$ cat config.mk
export PLATFORM = sky130hd
export DESIGN_NAME = chip8_fetch
export DESIGN_NICKNAME = d
export VERILOG_FILES = /design/src/rtl/chip8_fetch.sv
export SDC_FILE = /design/constraint.sdc
export NUM_CORES = 1
export LEC_CHECK = 0
export CAP_MARGIN = 20
export CORE_ASPECT_RATIO = 0.5
export CORE_UTILIZATION = 44
export CTS_CLUSTER_DIAMETER = 30
export CTS_CLUSTER_SIZE = 14
export DETAILED_ROUTE_END_ITERATION = 8
export PLACE_DENSITY = 0.76
export SLEW_MARGIN = 20
export SYNTH_ARGS = -nofsm -noshare
export SYNTH_HDL_FRONTEND = slang
export SYNTH_SLANG_ARGS = --single-unit
$ cat constraint.sdc
create_clock -name clk -period 1.75 [get_ports clk]
set_input_delay 0.35 -clock clk [delete_from_list [all_inputs] [get_ports clk]]
set_output_delay 0.35 -clock clk [all_outputs]
set_load 0.03 [all_outputs]
$ cat src/rtl/chip8_fetch.sv
// CHIP-8 instruction fetch: PC, two byte reads, big-endian opcode, valid/ready out.
// Optional CHIP8_FETCH_BOUNDS_CHECK_EN faults instead of wrapping the low-byte read.
module chip8_fetch #(
  parameter int                    ADDR_WIDTH = 12,
  parameter logic [ADDR_WIDTH-1:0] PC_RESET   = 'h200
) (
  input  logic                  clk,
  input  logic                  rst,
  output logic                  mem_re,
  output logic [ADDR_WIDTH-1:0] mem_raddr,
  input  logic [7:0]            mem_q,
  output logic                  op_valid,
  input  logic                  op_ready,
  output logic [15:0]           opcode,
  output logic [ADDR_WIDTH-1:0] op_pc,
  input  logic                  jmp,
  input  logic [ADDR_WIDTH-1:0] jmp_addr,
  input  logic                  skip,
  output logic                  fault
);

  localparam logic [2:0] RD_HI = 3'd0;
  localparam logic [2:0] RD_LO = 3'd1;
  localparam logic [2:0] CAPT  = 3'd2;
  localparam logic [2:0] HOLD  = 3'd3;
`ifdef CHIP8_FETCH_BOUNDS_CHECK_EN
  localparam logic [2:0] FAULT = 3'd4;
`endif

  logic [2:0]            state;
  logic [ADDR_WIDTH-1:0] pc;
  logic [ADDR_WIDTH-1:0] pc_p1;
  logic [ADDR_WIDTH-1:0] pc_next;
  logic [7:0]            hi;
  logic                  bound_hit;

  assign pc_p1 = pc + ADDR_WIDTH'(1);

`ifdef CHIP8_FETCH_BOUNDS_CHECK_EN
  // Last address: the low-byte read would wrap to zero.
  assign bound_hit = (pc == {ADDR_WIDTH{1'b1}});
`else
  assign bound_hit = 1'b0;
`endif

  always_comb begin
    pc_next = pc + ADDR_WIDTH'(2);
    if (jmp)
      pc_next = jmp_addr;
    else if (skip)
      pc_next = pc + ADDR_WIDTH'(4);
  end

  always_comb begin
    mem_re    = 1'b0;
    mem_raddr = '0;
    unique case (1'b1)
      (state == RD_HI): begin
        if (!bound_hit) begin
          mem_re    = 1'b1;
          mem_raddr = pc;
        end
      end
      (state == RD_LO): begin
        mem_re    = 1'b1;
        mem_raddr = pc_p1;
      end
      default: ;
    endcase
  end

  always_ff @(posedge clk or posedge rst) begin
    if (rst) begin
      state    <= RD_HI;
      pc       <= PC_RESET;
      hi       <= '0;
      opcode   <= '0;
      op_pc    <= '0;
      op_valid <= 1'b0;
    end else begin
      unique case (state)
        RD_HI: begin
`ifdef CHIP8_FETCH_BOUNDS_CHECK_EN
          if (bound_hit)
            state <= FAULT;
          else
            state <= RD_LO;
`else
          state <= RD_LO;
`endif
        end
        RD_LO: begin
          hi    <= mem_q;
          state <= CAPT;
        end
        CAPT: begin
          opcode   <= {hi, mem_q};
          op_pc    <= pc;
          op_valid <= 1'b1;
          state    <= HOLD;
        end
        HOLD: begin
          if (op_ready) begin
            pc       <= pc_next;
            op_valid <= 1'b0;
            state    <= RD_HI;
          end
        end
        default: begin
`ifdef CHIP8_FETCH_BOUNDS_CHECK_EN
          state <= FAULT;
`else
          state <= RD_HI;
`endif
        end
      endcase
    end
  end

`ifdef CHIP8_FETCH_BOUNDS_CHECK_EN
  always_ff @(posedge clk or posedge rst) begin
    if (rst)
      fault <= 1'b0;
    else if (state == RD_HI && bound_hit)
      fault <= 1'b1;
  end
`else
  assign fault = 1'b0;
`endif

endmodule

==> summary by stage <==
Drt
The per-cell routed wire length is 18.3 um. The violation count after the first detailed-routing iteration is 130. The routed wire length is 8.20 mm. The final routed DRC violation total is 4.

The remaining antenna violation count is 0. The number of iterations in the first detailed-routing pass is 6. The number of vias per cell is 5.62. The total via count in the routed design is 2510.

Placed design
The number of buffers added on ports is 66. OpenSTA, run right after detailed placement, puts the worst setup slack at -0.168 ns. The HPWL after detailed placement is 5.37 mm. After detailed placement, the total cell area comes to 3680 sq um.

The final estimated routing congestion in global placement is 0.897.

Global route
The total routing usage reported by global routing is 0.260. The number of global-route vias before repair is 2595. The number of antenna violations at the first check in global routing is 0. The largest net degree at the start of global routing is 20. The first global-routing pass estimated 12.6 mm of wire. The aggregate global routing overflow is 0.

Critical path
The critical path's slowest cell is dfrtp_1. The worst setup path is launched from a flop. For the worst setup path, the data required time is 1.40 ns. The worst setup path is captured at an output pin. Traced cell by cell, the critical path runs through inv_2, ha_4, buf_6, and3_4, a31oi_4, a31oi_2, buf_6. The worst setup slack for register-to-register paths is 0.03 ns. The critical path is of the flop to output pin type. The launching point of the worst reg2reg path is pc[2]. The endpoint of the worst-slack reg-to-reg timing path is pc[5].

The maximum fanout along the worst path is 4. In this design, the critical path's most frequently occurring cell is buf_6. The number of cells on the worst reg-to-reg path is 8. The critical path's largest stage delay is 0.40 ns. For the worst setup path, the data arrival time is 1.75 ns.

Power and ir drop
Cell internal power was estimated by the tool at 5.67 mW. The worst-case IR drop observed on VDD is 0.00101 V. The share of total power in combinational logic is 0.673. The final total power is 9.84 mW.

The share of power burned in the clock network is 0.101. The sequential fraction of design power is 0.227. The net switching power of the design is 4.17 mW. Of the total power, the share spent switching nets is 0.424. The static power due to leakage is 1.81 nW. The power per standard cell area is 2260 nW/um^2.

Logic synthesis
The cell type with the highest aggregate area in the netlist is dfrtp_1. The total of warnings raised by yosys is 0. The cell count after synthesis is 244.

The fraction of the mapped netlist area in compound gates is 0.143. The simple-gate portion of the synthesized area is 0.104. The cell area that synthesis handed to floorplanning was 2630 sq um. In this run, synthesis inferred 0 flip-flops with an integrated enable.

The flop and latch count out of synthesis is 51. Sorting the synthesized cells by area gives the leading types as dfrtp_1 48%, mux2_2 16%, a21oi_1 4.0%, ha_1 3.3%, o21ai_0 2.7%. Of the total synthesized cell area, the portion taken by full adders, half adders and majority gates is 0.0333.

The number of distinct standard cells referenced by the synthesized netlist is 45. By area, the combinational part of the netlist is dominated by multiplexers. The fraction of the yosys area taken by sequential cells is 0.486. The commonest register cell after synthesis is dfrtp_1. The number of nets produced by synthesis is 276. Of the total synthesized cell area, the portion taken by XOR and XNOR cells is 0.00333.

The share of synthesized area in the top cell type comes to 0.476. The portion of synthesized area spent on multiplexers is 0.179. The share of synthesized registers carrying an async set or reset is 1.00. The average cell area after synthesis is 10.8 sq um.

Layout
In the final layout, the share of cells above drive strength 1 is 0.484. 0 antenna diodes ended up in the layout. The post-layout instance area is 4350 sq um. Relative to the synthesized area, the layout overhead comes to 65.7%. In the final design database the tool counted 405 nets.

CTS
Clock-pin slew was measured on the worst setup and hold paths at 0.07 ns. The source-to-sink clock delay at the later pin of the worst-skew pair is 0.29 ns. The root buffer cell is clkbuf_16.

Buffers inserted during clock tree synthesis total 5. The number of buffers on the longest clock path is 2. The TritonCTS sink count is 51. The H-tree was split into 2 levels. The clock tree from TritonCTS is done.

After clock tree synthesis, the flow added hold-fix buffers numbering 0.

Floorplanning
The core region is 5610 sq um. The horizontal die dimension is 111 um. The die area is 6300 sq um. The number of core rows is 19. During I/O placement, the number of pins put on the boundary was 68. The effective utilization at floorplan is 0.468. The die is 56.6 um tall.

STA
The final setup slack of the worst path is -0.348 ns. The final number of hold-violating endpoints was 0. The worst hold margin is 0.361 ns. The total count of max-transition violations in the final report came to 0. The clock arrives with 0.00826 ns of skew.

For the finished layout, the period the worst path requires is 2.10 ns. Derived from the worst setup path, the maximum achievable clock frequency is 477 MHz. After routing, the total negative slack on setup checks comes to -3.40 ns. The total setup violations reported at the end of the flow is 13. Setup repair after global routing could not meet its margin everywhere. The fraction of the cycle the final worst path needs is 1.20.

Job
The count of max-cap constraint violations is 0.

Run status
The checks that failed: DRC, setup timing. The run finished, with violations left.

Min path
The tightest min-delay check is of the primary input to async pin type.
[critical path: cells and delay by family (launching register included)]
family          cells  cell delay, ns
compound gates      2            0.26
simple gates        1            0.25
flops               1            0.40
fa+ha+maj           1            0.19
buf+inv             3            0.36
[routing by layer]
metal	track usage	up-vias	routed length, um
met5	0	-	0
met4	0.102	0	219
met3	0.0529	23	428
met2	0.463	97	4150
met1	0.315	1248	3410
li1	-	1142	-
[what timing repair did]
| item | in CTS | in global routing |
|---|---|---|
| endpoints found under the setup margin | 13 | 18 |
| pin swaps | 7 | 12 |
| resized for setup | 53 | 23 |
| setup buffers | 20 | 7 |
| cloned | 1 | 0 |
[through the flow]
step,utilization,std cells
floorplan,-,244
global placement,0.656,411
detailed placement,0.656,411
CTS,0.749,440
global route,0.775,447
finish,0.775,447
[cells in the final DEF (no fill, tap or decap), drive strengths merged, types with 7 or more instances in the layout]
master / Yosys / layout
nand2: 14 / 14
dfrtp: 50 / 50
a21oi: 21 / 21
o22ai: 7 / 7
buf: 13 / 85
ha: 7 / 7
o21ai: 15 / 15
nand3: 7 / 7
nor2: 8 / 8
inv: 12 / 13
mux2: 38 / 38
clkdlybuf4s50: 0 / 52
[cell families (layout without fill, tap and decap cells)]
| family | after synthesis | in the layout |
|---|---|---|
| compound gates | 61 | 61 |
| xor+xnor | 1 | 1 |
| fa+ha+maj | 7 | 7 |
| buf+inv | 29 | 159 |
| flops | 51 | 51 |
| mux | 41 | 41 |
| other cells | 1 | 1 |
| simple gates | 53 | 53 |
[registers in the layout (all words and copies together) (netlist names)]
signal and cells:
hi 8, opcode 16, state 2, op_valid 1, op_pc 12, pc 12
[synth_stat cells, types with 2 or more instances]
| cell type | n |
|---|---|
| dfrtp_1 | 50 |
| mux2_2 | 38 |
| a21oi_1 | 21 |
| nand2_1 | 14 |
| o21ai_0 | 14 |
| inv_1 | 12 |
| buf_2 | 11 |
| nor2_1 | 8 |
| ha_1 | 7 |
| o22ai_1 | 7 |
| nand3_1 | 6 |
| nor3_1 | 6 |
| a31oi_1 | 4 |
| clkbuf_1 | 4 |
| nand4_1 | 4 |
| and3_1 | 2 |
| buf_4 | 2 |
| mux2i_1 | 2 |
| nand2b_1 | 2 |
| nor2b_1 | 2 |
| o211ai_1 | 2 |
| o31ai_1 | 2 |
| o32ai_1 | 2 |
[worst max path at each step]
stage | from | to | slack [ns]
6_report | state[1] | mem_raddr[6] | -0.35
5_1_grt | state[1] | mem_raddr[6] | -0.40
3_3_place_gp | skip | pc[7] | -0.12
3_5_place_dp | skip | pc[7] | -0.17
4_1_cts | pc[1] | mem_raddr[9] | -0.33
2_1_floorplan | pc[1] | mem_raddr[9] | -0.05
[power by group through the flow]
stage	Clock (mW)	Combinational, mW	Sequential [mW]
floorplan	0	2.55	2.81
global placement	0	5.10	2.15
detailed placement	0	5.26	2.19
CTS	0.997	6.20	2.20
global route	1.04	6.94	2.29
finish	0.990	6.62	2.23
[layout make-up]
| type | instances | area, sq um |
|---|---|---|
| sequential | 51 | 1280 |
| fill | 351 | 1260 |
| clock inverter | 2 | 16.3 |
| multi-input combinational | 164 | 1480 |
| clock buffer | 6 | 129 |
| inverter | 12 | 50.0 |
| timing repair buffer | 139 | 1310 |
| tap | 73 | 91.3 |
Power figures use the tool's default switching activity.
